[src/rtl/demux_sched_if.sv]
// Byte-stream and lane-buffer signals between the demux scheduler and its
// upstream source / lane consumers.
interface demux_sched_if #(
  parameter int DATA_WIDTH = 8,
  parameter int LANES      = 4
);
  logic                          valid_in;
  logic [DATA_WIDTH-1:0]         data_in;
  logic                          ready_out;
  logic                          sync_in;
  logic [LANES-1:0]              lane_en;
  logic [LANES-1:0]              lane_ready;
  logic [LANES-1:0]              lane_valid;
  logic [LANES*DATA_WIDTH-1:0]   lane_data;
  logic [7:0]                    control;
  logic [15:0]                   byte_count;

  // Scheduler side
  modport slave (
    input  valid_in, data_in, sync_in, lane_en, lane_ready,
    output ready_out, lane_valid, lane_data, control, byte_count
  );

  // Source / consumer side
  modport master (
    output valid_in, data_in, sync_in, lane_en, lane_ready,
    input  ready_out, lane_valid, lane_data, control, byte_count
  );
endinterface

[src/rtl/demux_sched.sv]
// Round-robin lane scheduler with a single-entry buffer per output lane.
// Accepted bytes are steered to the next enabled lane in circular order and
// held until the lane consumer takes them.
module demux_sched #(
  parameter int DATA_WIDTH = 8,
  parameter int LANES      = 4
) (
  input  logic          clk,
  input  logic          reset,
  demux_sched_if.slave  bus
);

  typedef enum logic [1:0] {
    IDLE  = 2'd0,
    RUN   = 2'd1,
    STALL = 2'd2
  } state_e;

  state_e                 state_q, state_d;
  logic [1:0]             ptr_q, ptr_d;
  logic [3:0]             full_q, full_d;
  logic [DATA_WIDTH-1:0]  data_q [4];
  logic [DATA_WIDTH-1:0]  data_d [4];
  logic [15:0]            count_q, count_d;
  logic [7:0]             control_q, control_d;
  logic                   ready;
  logic                   accept;
  logic [1:0]             next_ptr;

  // Nearest enabled lane after p, searching p+1, p+2, p+3; stays on p otherwise.
  function automatic logic [1:0] next_lane(input logic [1:0] p, input logic [3:0] en);
    logic [1:0] r;
    logic [1:0] idx;
    r = p;
    for (int d = 3; d >= 1; d--) begin
      idx = p + 2'(d);
      if (en[idx]) r = idx;
    end
    return r;
  endfunction

  // A full lane that is drained this same cycle can take a new byte.
  assign ready  = (state_q != IDLE) & bus.lane_en[ptr_q]
                & (~full_q[ptr_q] | bus.lane_ready[ptr_q]);
  assign accept = bus.valid_in & ready;
  assign next_ptr = next_lane(ptr_q, bus.lane_en);

  // Next-state logic: lane buffers, pointer, counter, FSM and control word.
  always_comb begin
    full_d  = full_q & ~bus.lane_ready;
    data_d  = data_q;
    count_d = count_q;
    ptr_d   = ptr_q;
    state_d = state_q;

    if (accept) begin
      data_d[ptr_q] = bus.data_in;
      full_d[ptr_q] = 1'b1;
      count_d       = count_q + 16'd1;
    end

    // sync wins over advance/repair; a disabled lane 0 is repaired next cycle.
    if (bus.sync_in) begin
      ptr_d = 2'd0;
    end else if (accept || (bus.lane_en != 4'd0 && !bus.lane_en[ptr_q])) begin
      ptr_d = next_ptr;
    end

    if (bus.lane_en == 4'd0) begin
      state_d = IDLE;
    end else begin
      case (state_q)
        IDLE:  state_d = RUN;
        RUN:   if (bus.valid_in && bus.lane_en[ptr_q] && full_q[ptr_q]
                   && !bus.lane_ready[ptr_q]) state_d = STALL;
        STALL: if (!full_q[ptr_q] || bus.lane_ready[ptr_q]) state_d = RUN;
               else if (!bus.lane_en[ptr_q]
                        && (!full_q[ptr_d] || bus.lane_ready[ptr_d])) state_d = RUN;
        default: state_d = IDLE;
      endcase
    end

    control_d = {2'b00, state_d, 4'b0001 << ptr_d};
  end

  // State registers; reset discards any buffered bytes.
  always_ff @(posedge clk) begin
    if (reset) begin
      state_q   <= IDLE;
      ptr_q     <= 2'd0;
      full_q    <= 4'd0;
      count_q   <= 16'd0;
      control_q <= 8'h01;
      for (int k = 0; k < 4; k++) data_q[k] <= '0;
    end else begin
      state_q   <= state_d;
      ptr_q     <= ptr_d;
      full_q    <= full_d;
      count_q   <= count_d;
      control_q <= control_d;
      data_q    <= data_d;
    end
  end

  assign bus.ready_out  = ready;
  assign bus.lane_valid = full_q;
  assign bus.control    = control_q;
  assign bus.byte_count = count_q;

  for (genvar k = 0; k < 4; k++) begin : g_lane
    assign bus.lane_data[k*DATA_WIDTH +: DATA_WIDTH] = data_q[k];
  end

endmodule
[src/flat_wrapper.sv]
// flat-port wrapper written by rule: the top's interface ports become plain ports
module demux_sched_flat 
#(
  parameter int DATA_WIDTH = 8,
  parameter int LANES      = 4
)
  (clk, reset, bus_valid_in, bus_data_in, bus_sync_in, bus_lane_en, bus_lane_ready, bus_ready_out, bus_lane_valid, bus_lane_data, bus_control, bus_byte_count);
  demux_sched_if #(.DATA_WIDTH(DATA_WIDTH), .LANES(LANES)) bus_i ();
  input  logic clk;
  input  logic reset;
  input wire logic [$bits(bus_i.valid_in)-1:0] bus_valid_in;
  input wire logic [$bits(bus_i.data_in)-1:0] bus_data_in;
  input wire logic [$bits(bus_i.sync_in)-1:0] bus_sync_in;
  input wire logic [$bits(bus_i.lane_en)-1:0] bus_lane_en;
  input wire logic [$bits(bus_i.lane_ready)-1:0] bus_lane_ready;
  output wire logic [$bits(bus_i.ready_out)-1:0] bus_ready_out;
  output wire logic [$bits(bus_i.lane_valid)-1:0] bus_lane_valid;
  output wire logic [$bits(bus_i.lane_data)-1:0] bus_lane_data;
  output wire logic [$bits(bus_i.control)-1:0] bus_control;
  output wire logic [$bits(bus_i.byte_count)-1:0] bus_byte_count;
  assign bus_i.valid_in = bus_valid_in;
  assign bus_i.data_in = bus_data_in;
  assign bus_i.sync_in = bus_sync_in;
  assign bus_i.lane_en = bus_lane_en;
  assign bus_i.lane_ready = bus_lane_ready;
  assign bus_ready_out = bus_i.ready_out;
  assign bus_lane_valid = bus_i.lane_valid;
  assign bus_lane_data = bus_i.lane_data;
  assign bus_control = bus_i.control;
  assign bus_byte_count = bus_i.byte_count;
  demux_sched #(.DATA_WIDTH(DATA_WIDTH), .LANES(LANES)) u_core (.clk(clk), .reset(reset), .bus(bus_i));
endmodule
[config.mk]
export PLATFORM = sky130hd
export DESIGN_NAME = demux_sched_flat
export DESIGN_NICKNAME = d
export VERILOG_FILES = /design/src/rtl/demux_sched_if.sv /design/src/rtl/demux_sched.sv /design/src/flat_wrapper.sv
export SDC_FILE = /design/constraint.sdc
export NUM_CORES = 1
export LEC_CHECK = 0
export CORE_MARGIN = 5
export CORE_UTILIZATION = 44
export CTS_BUF_LIST = sky130_fd_sc_hd__clkbuf_4
export DETAILED_ROUTE_END_ITERATION = 10
export GPL_TIMING_DRIVEN = 0
export HOLD_SLACK_MARGIN = 0.1
export PLACE_DENSITY = 0.79
export SETUP_SLACK_MARGIN = 0.4
export SLEW_MARGIN = 10
export SYNTH_ARGS = -nofsm -noshare
export SYNTH_HDL_FRONTEND = slang
export SYNTH_SLANG_ARGS = --single-unit
[constraint.sdc]
create_clock -name clk -period 2.55 [get_ports clk]
set_input_delay 0.6375 -clock clk [delete_from_list [all_inputs] [get_ports clk]]
set_output_delay 0.6375 -clock clk [all_outputs]
set_load 0.02 [all_outputs]
Yosys cells after proc, flatten, opt, wreduce, memory -nomap -nowiden
Cells that the tools add are included.
- add/subtract/negate cells: 4
- $mul: 0
- divide/modulo/power cells: 0
- order comparisons: 8
- eq/ne operators: 2
- shifts and indexed selects: 1
- muxes and demuxes: 32
- bitwise logic cells: 9
- reduce and logical (&&, ||, !) cells: 18
- operators by type and width (kind ; count):
    $bwmux W32 ; 1
    $mux W2 ; 9
    $add A16 B1 Y16 const B ; 1
    $bmux W1 S2 ; 8
    $demux W8 S2 ; 1
    $lt A2 B3 Y1 const B ; 5
    $mux W1 ; 9
    $mux W8 ; 1
    $logic_and A1 B1 Y1 ; 7
    $pmux W2 S3 ; 1
    $add A2 B2 Y2 const B ; 2
    $and A4 B4 Y4 ; 1
    $logic_not A1 Y1 ; 4
    $logic_not A4 Y1 ; 1
    $mux W4 ; 1
    $not A4 Y4 ; 1
    $or A4 B4 Y4 ; 1
    $reduce_bool A4 Y1 ; 1
    $shl A1 B2 Y4 const A ; 1
    $and A1 B1 Y1 ; 3
    $ge A3 B3 Y1 const B ; 1
    $logic_or A1 B1 Y1 ; 3
    $lt A3 B1 Y1 const B ; 1
    $not A2 Y3 ; 1
    9 further kinds ; 9
- bits in registers: 64
- latch bits: 0
- RAM bits: 0
- ROM bits: 0
- output and inout port bits: 61
- word-level logic and storage cells: 84
- memories kept: 0

Logic depth before layout (Yosys ltp)
Gate-level depths: netlist of the first run.
- word-level depth: 18
- gate-level depth with buffers: 10
- gate-level depth less buffers: 9

Least setup slack after synthesis of the first run
Ideal clock, no wire load.
- path type: input to register
- start point: input port bus_lane_ready[0]
- end point: register u_core.state_q[1]
- arrival time: 2.561 ns
- slack: -0.112 ns
- cell stages on the path: 7
- path through: nand2b_1 mux4_2 a32oi_2 mux2i_1 mux2i_1 mux2i_1 o41ai_1
- longest elaborated chain between the ends: 17
- elaborated cells between the ends (all ways): 23
- RTL lines (item ; line ; text):
    start, declared ; flat_wrapper.sv:15 ; input wire logic [$bits(bus_i.lane_ready)-1:0] bus_lane_ready;
    $bmux W1 S2 ; demux_sched.sv:44, demux_sched.sv:75, demux_sched.sv:76 ;
    $mux W1 (not written as such) ; demux_sched.sv:44, demux_sched.sv:75, demux_sched.sv:76 ;
    $or A1 B1 Y1 ; demux_sched.sv:44 ; & (~full_q[ptr_q] | bus.lane_ready[ptr_q]);
    $and A1 B1 Y1 ; demux_sched.sv:44 ;
    $and A1 B1 Y1 ; demux_sched.sv:45 ; assign accept = bus.valid_in & ready;
    $logic_or A1 B1 Y1 ; demux_sched.sv:65 ; end else if (accept || (bus.lane_en != 4'd0 && !bus.lane_en[ptr_q])) begin
    $mux W2 ; demux_sched.sv:65 ;
    $mux W2 ; demux_sched.sv:63 ; if (bus.sync_in) begin
    $bmux W1 S2 ; demux_sched.sv:78 ; && (!full_q[ptr_d] || bus.lane_ready[ptr_d])) state_d = RUN;
    $mux W1 (not written as such) ; demux_sched.sv:78 ;
    $logic_not A1 Y1 ; demux_sched.sv:78 ;
    $logic_or A1 B1 Y1 ; demux_sched.sv:78 ;
    $logic_and A1 B1 Y1 ; demux_sched.sv:78 ;
    $mux W2 ; demux_sched.sv:77 ; else if (!bus.lane_en[ptr_q]
    $mux W2 ; demux_sched.sv:76 ; STALL: if (!full_q[ptr_q] || bus.lane_ready[ptr_q]) state_d = RUN;
    $pmux W2 S3 (*) ; demux_sched.sv:72 ; case (state_q)
    $mux W2 (*) ; demux_sched.sv:69 ; if (bus.lane_en == 4'd0) begin
    end signal, assigned ; demux_sched.sv:96 ; state_q <= state_d;
    end, declared ; demux_sched.sv:19 ; state_e state_q, state_d;
Mark *: on every way between the ends. The rest lies on a longest branch, timed or not. The select of a mux whose other input is x is not followed.
A chain may end at the register's enable or synchronous reset.

Worst setup path after layout of the first run
- start point: input port bus_lane_en[3]
- end point: register u_core.control_q[4], in the netlist u_core.bus.control[4]
- longest elaborated chain between the ends: 17
- elaborated cells between the ends (all ways): 36
- RTL lines (item ; line ; text):
    start, declared ; flat_wrapper.sv:14 ; input wire logic [$bits(bus_i.lane_en)-1:0] bus_lane_en;
    $bmux W1 S2 ; -- ;
    $mux W1 (not written as such) ; -- ;
    $and A1 B1 Y1 ; demux_sched.sv:43 ; assign ready = (state_q != IDLE) & bus.lane_en[ptr_q]
    $and A1 B1 Y1 ; demux_sched.sv:44 ;
    $and A1 B1 Y1 ; demux_sched.sv:45 ;
    $logic_or A1 B1 Y1 ; demux_sched.sv:65 ;
    $mux W2 ; demux_sched.sv:65 ;
    $mux W2 ; demux_sched.sv:63 ;
    $bmux W1 S2 ; demux_sched.sv:78 ;
    $mux W1 (not written as such) ; demux_sched.sv:78 ;
    $logic_not A1 Y1 ; demux_sched.sv:78 ;
    $logic_or A1 B1 Y1 ; demux_sched.sv:78 ;
    $logic_and A1 B1 Y1 ; demux_sched.sv:78 ;
    $mux W2 ; demux_sched.sv:77 ;
    $mux W2 ; demux_sched.sv:76 ;
    $pmux W2 S3 ; demux_sched.sv:72 ;
    $mux W2 (*) ; demux_sched.sv:69 ;
    end signal, assigned ; demux_sched.sv:100 ; control_q <= control_d;
    end, declared ; demux_sched.sv:25 ; logic [7:0] control_q, control_d;
Marked as above.

==> results.txt, run 1 <==
- The flow ran to the end, and the final reports show no timing, DRC or antenna violations.
- Dividing the synthesized area by the synthesized cell count gives 8.23 µm².
- CP delay by family, top: multiplexers
- Counting both buffers and inverters, the worst setup path holds a total of 1.
- The number of clock buffers added by TritonCTS is 9.
- Summing all placed instances gives a cell area of 3630 µm².
* Top library cells by usage in the layout, fill and taps aside: clkdlybuf4s50_1, dfxtp_1, nand2_1
- At the end of routability-driven placement, the weighted congestion stood at 0.883.
* Number of instances in the synthesized netlist: 323
- For this design the static power due to leakage is 1.53 nW.
- Power comes to a little over 2 mW.
- Post-synth EDFFs: 0
- Max-capacitance violation count: 0
- The worst-case IR drop observed on VDD is roughly 390 µV.
- Clock-pin slew was measured on the worst setup and hold paths at 0.11 ns.
- For the pin with the worst max-slew slack, the measured transition is 0.552 ns.
- After synthesis the cells add up to 2660 µm².
- Worst endpoint data arrival time: ~2.7 ns
- Timing would allow up to 425 MHz.
- Number of design rule violations left after detail routing: 0
- On the worst path, the slowest cell contributes a delay of 0.54 ns.
- The multi-input combinational cells in the finished layout cover a total of between 1000 and 1500 µm².
- The first routing iteration left 99 violations.
- Routed WL per cell: 15.3 µm
- Largest net degree at the start of global routing: 12
- Vias per cell: 5.32
- The later pin in the worst-skew pair is clocked with a latency of 0.41 ns.
* TritonCTS clock tree: done
* Setup Viol. Count Final: 0
- The tree is rooted in a clkbuf_4.
- Data on the critical path is required at its endpoint by a little under 3 ns.
- Netlist cell types: 40
- Along the worst path, the maximum fanout reaches 8.
* Kind of capture point of the worst setup path: register
- Among all stages on the critical path, the largest delay is contributed by mux4_2.
- Vias after detailed routing: 2,686
- For this design, the sink count on the clock tree is 60.
- The routed design could run at a clock period as short as 2.36 ns.
* Ports: a little over 80
- Placeable core region: 5890 µm²
- The number of antenna violations at the first check in global routing is 0.
- Antenna Diode Count: 0
* H-tree Lvls: 3
- Measured against its own limit, the worst slew margin works out to 63.2%.
- Die W: 87.7 µm
- The longest clock path from root to sink contains 2 buffers.
* Most used DFF post-synth: dfxtp_1
- After routing the design area is 4010 µm².
- The area growth from synthesis to layout is 50.8%.
- Number of nets in the finished design: 450
- Sequential cell area: 1210 µm²
* Total of buffers placed on input and output ports: 75
- Count of TritonRoute iterations in the first routing pass: 4
* Height of the die: just under 90 µm
- Final Core Density: ~70%
* Critical path start-end classification: in2reg
- Power per standard cell area: 503 nW/µm²
* Area enclosed by the die boundary: 7690 µm²
* Number of nets still failing antenna checks after routing: 0
* Global route overflow: 0
- The number of max-slew violations in the final report was 0.
- # fillers: just under 500
- Of the cells placed in the final design, the portion with a size suffix greater than 1 is a little under a fifth.
* Estimated wirelength of the detail-placed design: between 5 and 6 mm
- Final hold analysis gives a worst-case slack of 0.464 ns.
- Fin Clk Skew: about 0.0094 ns
- Unrepaired setup endpoints after global routing: true
- Tcrit/Tclk final: 92.4%
* Tightest Hold Check Type: reg2reg
- The synthesized design contains 60 register bits.
- Total Wirelength: 7.75 mm
- The hold violation count in the final report is 0.
- Post-synthesis sequential area ratio: 45.2%
* Sum Neg Setup Slack: 0 ns
* Commonest non-fill, non-tap cell in the layout: clkdlybuf4s50_1
- Initial cell density of the core: 45.2%
- Wire length of the first global-routing pass: 12.3 mm
* Post-cts hold buffer count: 0
- Ys async rst share: 0%
- Worst setup SP type: primary input
- Cell Chain, Critical Path: clkdlybuf4s15_1 -> mux4_2 -> a21oi_2 -> o21ai_1 -> or3_1 -> a21o_1 -> mux2i_1 -> a32o_1
* Total global-route track usage: 20.5%
- The via count of the first global-routing pass was 2,614.
- # rows: 28
* Count of warnings emitted by yosys: 0
logic make-up after synthesis:
logic type	Yosys count	synth area share, %
other cells	1	0.141
flops	60	45.2
xor+xnor	11	3.63
buf+inv	30	4.66
mux	12	5.51
compound gates	62	13.4
simple gates	142	25.1
fa+ha+maj	5	2.35
report_power, final:
part	switching [mW]	leakage [nW]	internal (mW)
logic	0.201	0.977	0.181
registers	0.0183	0.488	0.960
clock network	0.361	0.0693	0.293
flip-flops by register name, indices dropped and copies added, names as in the netlist:
register and cells:
u_core.bus.lane_data 32, u_core.bus.byte_count 16, u_core.bus.control 5, u_core.bus.lane_valid 4
u_core.ptr_q 2, u_core.state_q 1
final cells by class:
type                            instances  share of cell area (%)
Tap cell                               75                    2.34
Timing Repair Buffer                   90                    21.7
Clock buffer                            9                    1.69
Inverter                                8                   0.811
Sequential cell                        60                    30.2
Buffer                                 22                    4.28
Clock inverter                          7                    1.69
Multi-Input combinational cell        234                    37.3
repair_timing:
action / 4_1_cts / 5_1_grt
gates resized for setup: 43 / 22
setup buffers: 10 / 5
pin swaps: 1 / 1
setup endpoints to repair: 64 / 20
worst paths after layout:
check | start | endpoint | slack [ns] | cells past startpoint
max | bus_lane_en[3] | u_core.bus.control[4] | 0.19 | 8
min | u_core.bus.lane_data[6] | u_core.bus.lane_data[6] | 0.46 | 2
max reg2reg | u_core.ptr_q[0] | u_core.bus.control[4] | 0.20 | 8
min reg2reg | u_core.bus.lane_data[6] | u_core.bus.lane_data[6] | 0.46 | 2
layer usage:
metal | vias up | part of all wire (%) | track usage, %
met4 | 0 | 1.3 | 7.53
li1 | 1308 | - | -
met1 | 1281 | 42 | 24.2
met3 | 13 | 8.2 | 7.24
met5 | - | 0 | 0
met2 | 84 | 49 | 34.2
synth_stat cells (all sizes together) (5+ instances only):
library cell | number | share of area [%]
nor2 | 18 | 2.5
mux2i | 9 | 3.4
nand2 | 50 | 7.1
and3 | 5 | 1.2
nand3 | 38 | 7.2
a21oi | 43 | 8.1
ha | 5 | 2.4
nand2b | 9 | 2.1
dfxtp | 60 | 45
clkbuf | 17 | 2.4
buf | 5 | 1.1
nor3 | 5 | 0.94
o21ai | 7 | 1.3
inv | 8 | 1.1
xor2 | 9 | 3.0
through the flow:
step                instances  setup slack, ns
floorplan                 324           0.0516
global placement          474           -0.567
detailed placement        474           -0.657
CTS                       500            0.239
global route              505            0.106
finish                    505            0.194
worst register-to-register path, stage by stage (launching register included):
cell and delay (ns):
dfxtp_4 0.39, buf_6 0.15, mux4_2 0.54, a21oi_2 0.13
o21ai_1 0.07, or3_1 0.31, a21o_1 0.20, mux2i_1 0.29
a32o_1 0.22
(Power assumes the default switching activity.)
==> run 2: changes to the inputs <==
--- a/config.mk
+++ b/config.mk
@@ -12,6 +12,7 @@
 export GPL_TIMING_DRIVEN = 0
 export HOLD_SLACK_MARGIN = 0.1
 export PLACE_DENSITY = 0.79
+export RECOVER_POWER = 100
 export SETUP_SLACK_MARGIN = 0.4
 export SLEW_MARGIN = 10
 export SYNTH_ARGS = -nofsm -noshare
==> run 2 against run 1 <==
Against the previous run:
- via count decreased by 0.34%
- global-route usage stayed put
- die area is the same
- power decreased by 1.8%
- critical path type unchanged
- largest cell class unchanged
==> results.txt, run 2 (synthesis results as in run 1) <==
- In the final layout, the multi-input gates occupy roughly 1400 µm².
- Summing all placed instances gives a cell area of 3630 µm².
- In this run the count of I/O pins placed on the die edge is between 80 and 90.
- Final-report max-slew violation count: 0
* Largest voltage drop on the vdd net: slightly below 400 µV
- At the end of routability-driven placement, the weighted congestion stood at approximately 0.9.
- Status: finished clean
- The H-tree was split into 3 levels.
- Commonest non-fill, non-tap cell in the layout: dfxtp_1
* Endpoint required time on the critical path: about 2.9 ns
- Initial DRC count: ~110
- Along the worst path, the maximum fanout reaches 8.
* Pin slew with the least headroom to its limit: 0.576 ns
- Count of TritonRoute iterations in the first routing pass: 4
* Worst setup slack before clock tree synthesis: -0.657 ns
- Initial cell density of the core: a little under half
- Overall power: around 2.0 mW
- Setup Viol. Count Final: 0
* Fin Clk Skew: 0.00891 ns
- Total global-route track usage: between 20% and 30%
* Max frequency: 416 MHz
- The tightest hold path in the finished design has a slack of 0.458 ns.
- The HPWL after detailed placement is 5.37 mm.
* Post-layout minimum cycle time: 2.40 ns
* Max-capacitance violation count: 0
- The via count of the first global-routing pass came to 2,614.
- The hold violation count in the final report was 0.
* Number of design rule violations left after detail routing: 0
- The routed design has 7.69 mm of wire.
- Power per standard cell area: 505 nW/µm²
- Worst setup SP type: primary input
- Share of layout cells above drive strength 1: 16.0%
* Sum Neg Setup Slack: 0 ns
* Total instance count after detailed placement: 474
* Area enclosed by the die boundary: 7690 µm²
- The largest single stage delay on the critical path is roughly 0.53 ns.
- After floorplanning, the core was sized to cover 5890 µm².
* Wire length of the first global-routing pass: 12.3 mm
- Measured along the y axis, the die boundary spans 87.7 µm.
- Summed over all layers, the global routing overflow is 0.
- The register with the most flip-flops in the layout has 32 of them.
- Met2 capacity usage during global routing: 34.2%
- # rows: 28
- Post-cts hold buffer count: 0
- The finished cells cover 3920 µm².
* Buffering stage count on the worst path with inverters included: 1
- The critical path goes through clkdlybuf4s15_1 -> mux4_2 -> a21oi_1 -> o21ai_0 -> or3_1 -> a21o_1 -> mux2i_1 -> a32o_1.
* Slack of the critical path: 0.148 ns
- For this run, the post-layout net count is 450.
- Area growth syn-to-layout: 47.4%
- CTS root buf: clkbuf_4
- Headroom to the max-slew limit came out at between 60% and 70%.
- Counting the fill cells in the layout gives between 500 and 600.
- Most utilized layer in the global route result: met2
- In the routed layout, each cell is associated on average with a via count of 5.30.
* Number of antenna violations at the first check in global routing: 0
- In this run the worst hold path is classified as reg2reg.
* Sequential cell area: 1210 µm²
- Critical path start-end classification: in2reg
- Global routing consumed, on the met3 layer, 7.24% of the routing resources.
- STA puts the critical path data arrival time at between 2 and 3 ns.
- Static leakage power: 1.62 nW
* Clock buffer depth: 2
- Clock buffer count from CTS: 9
- Final Core Density: 66.5%
* Die W: 87.7 µm
- Largest net degree at the start of global routing: 12
- The routed layout has 2,677 vias.
* Total of buffers placed on input and output ports: 75
* CP delay by family, top: multiplexers
* Final non-filler cell total: 505
* Routed WL per cell: 15.2 µm
- Antenna Diode Count: 0
- For the worst-skew pair, the clock arrives at the later sink with an insertion delay of roughly 0.4 ns.
- Dividing the final minimum period by the clock period gives 94.2%.
* TritonCTS clock tree: done
* Kind of capture point of the worst setup path: register
- Number of nets still failing antenna checks after routing: 0
* Unrepaired setup endpoints after global routing: true
- Clock Sinks: 60
* Slowest CP cell: mux4_2
- Met1 usage in global routing: roughly a quarter
- In the layout the commonest cells are dfxtp_1, dlygate4sd3_1, nand2_1.
* Clock-pin slew on the worst setup and hold paths: 0.11 ns
run 2: cell type report:
cell class | instances | area share [%]
Multi-Input combinational cell | 234 | 36.7
Sequential cell | 60 | 30.9
Timing Repair Buffer | 90 | 21.6
Buffer | 22 | 4.12
Tap cell | 75 | 2.40
Clock buffer | 9 | 1.73
Clock inverter | 7 | 1.73
Inverter | 8 | 0.831
run 2: tightest hold or removal path, delay by kind of cell (launching register included):
| kind | cells | cell delay (ns) |
|---|---|---|
| flops | 1 | 0.32 |
| compound gates | 1 | 0.05 |
| simple gates | 1 | 0.05 |
run 2: final timing paths:
kind | slack [ns] | end | start | cells after the start
hold / removal | 0.46 | u_core.bus.lane_data[6] | u_core.bus.lane_data[6] | 2
setup reg to reg | 0.16 | u_core.bus.control[4] | u_core.ptr_q[0] | 8
setup / recovery | 0.15 | u_core.bus.control[4] | bus_lane_en[3] | 8
hold reg to reg | 0.46 | u_core.bus.lane_data[6] | u_core.bus.lane_data[6] | 2
run 2: power breakdown:
| part | switching, mW | leakage, nW | total [mW] | internal [mW] |
|---|---|---|---|---|
| logic | 0.192 | 1.06 | 0.356 | 0.164 |
| clock network | 0.352 | 0.0693 | 0.646 | 0.293 |
| registers | 0.0173 | 0.488 | 0.977 | 0.960 |
run 2: repair_timing:
action,4_1_cts,5_1_grt
endpoints found under the setup margin,64,20
buffers inserted,10,5
gates resized for setup,43,22
pin swaps,1,1
run 2: per-layer routing:
metal  vias to the layer above  wire length, µm
li1                       1316                -
met1                      1259             3160
met2                        94             3810
met3                         8              652
met4                         0               70
met5                         -                0
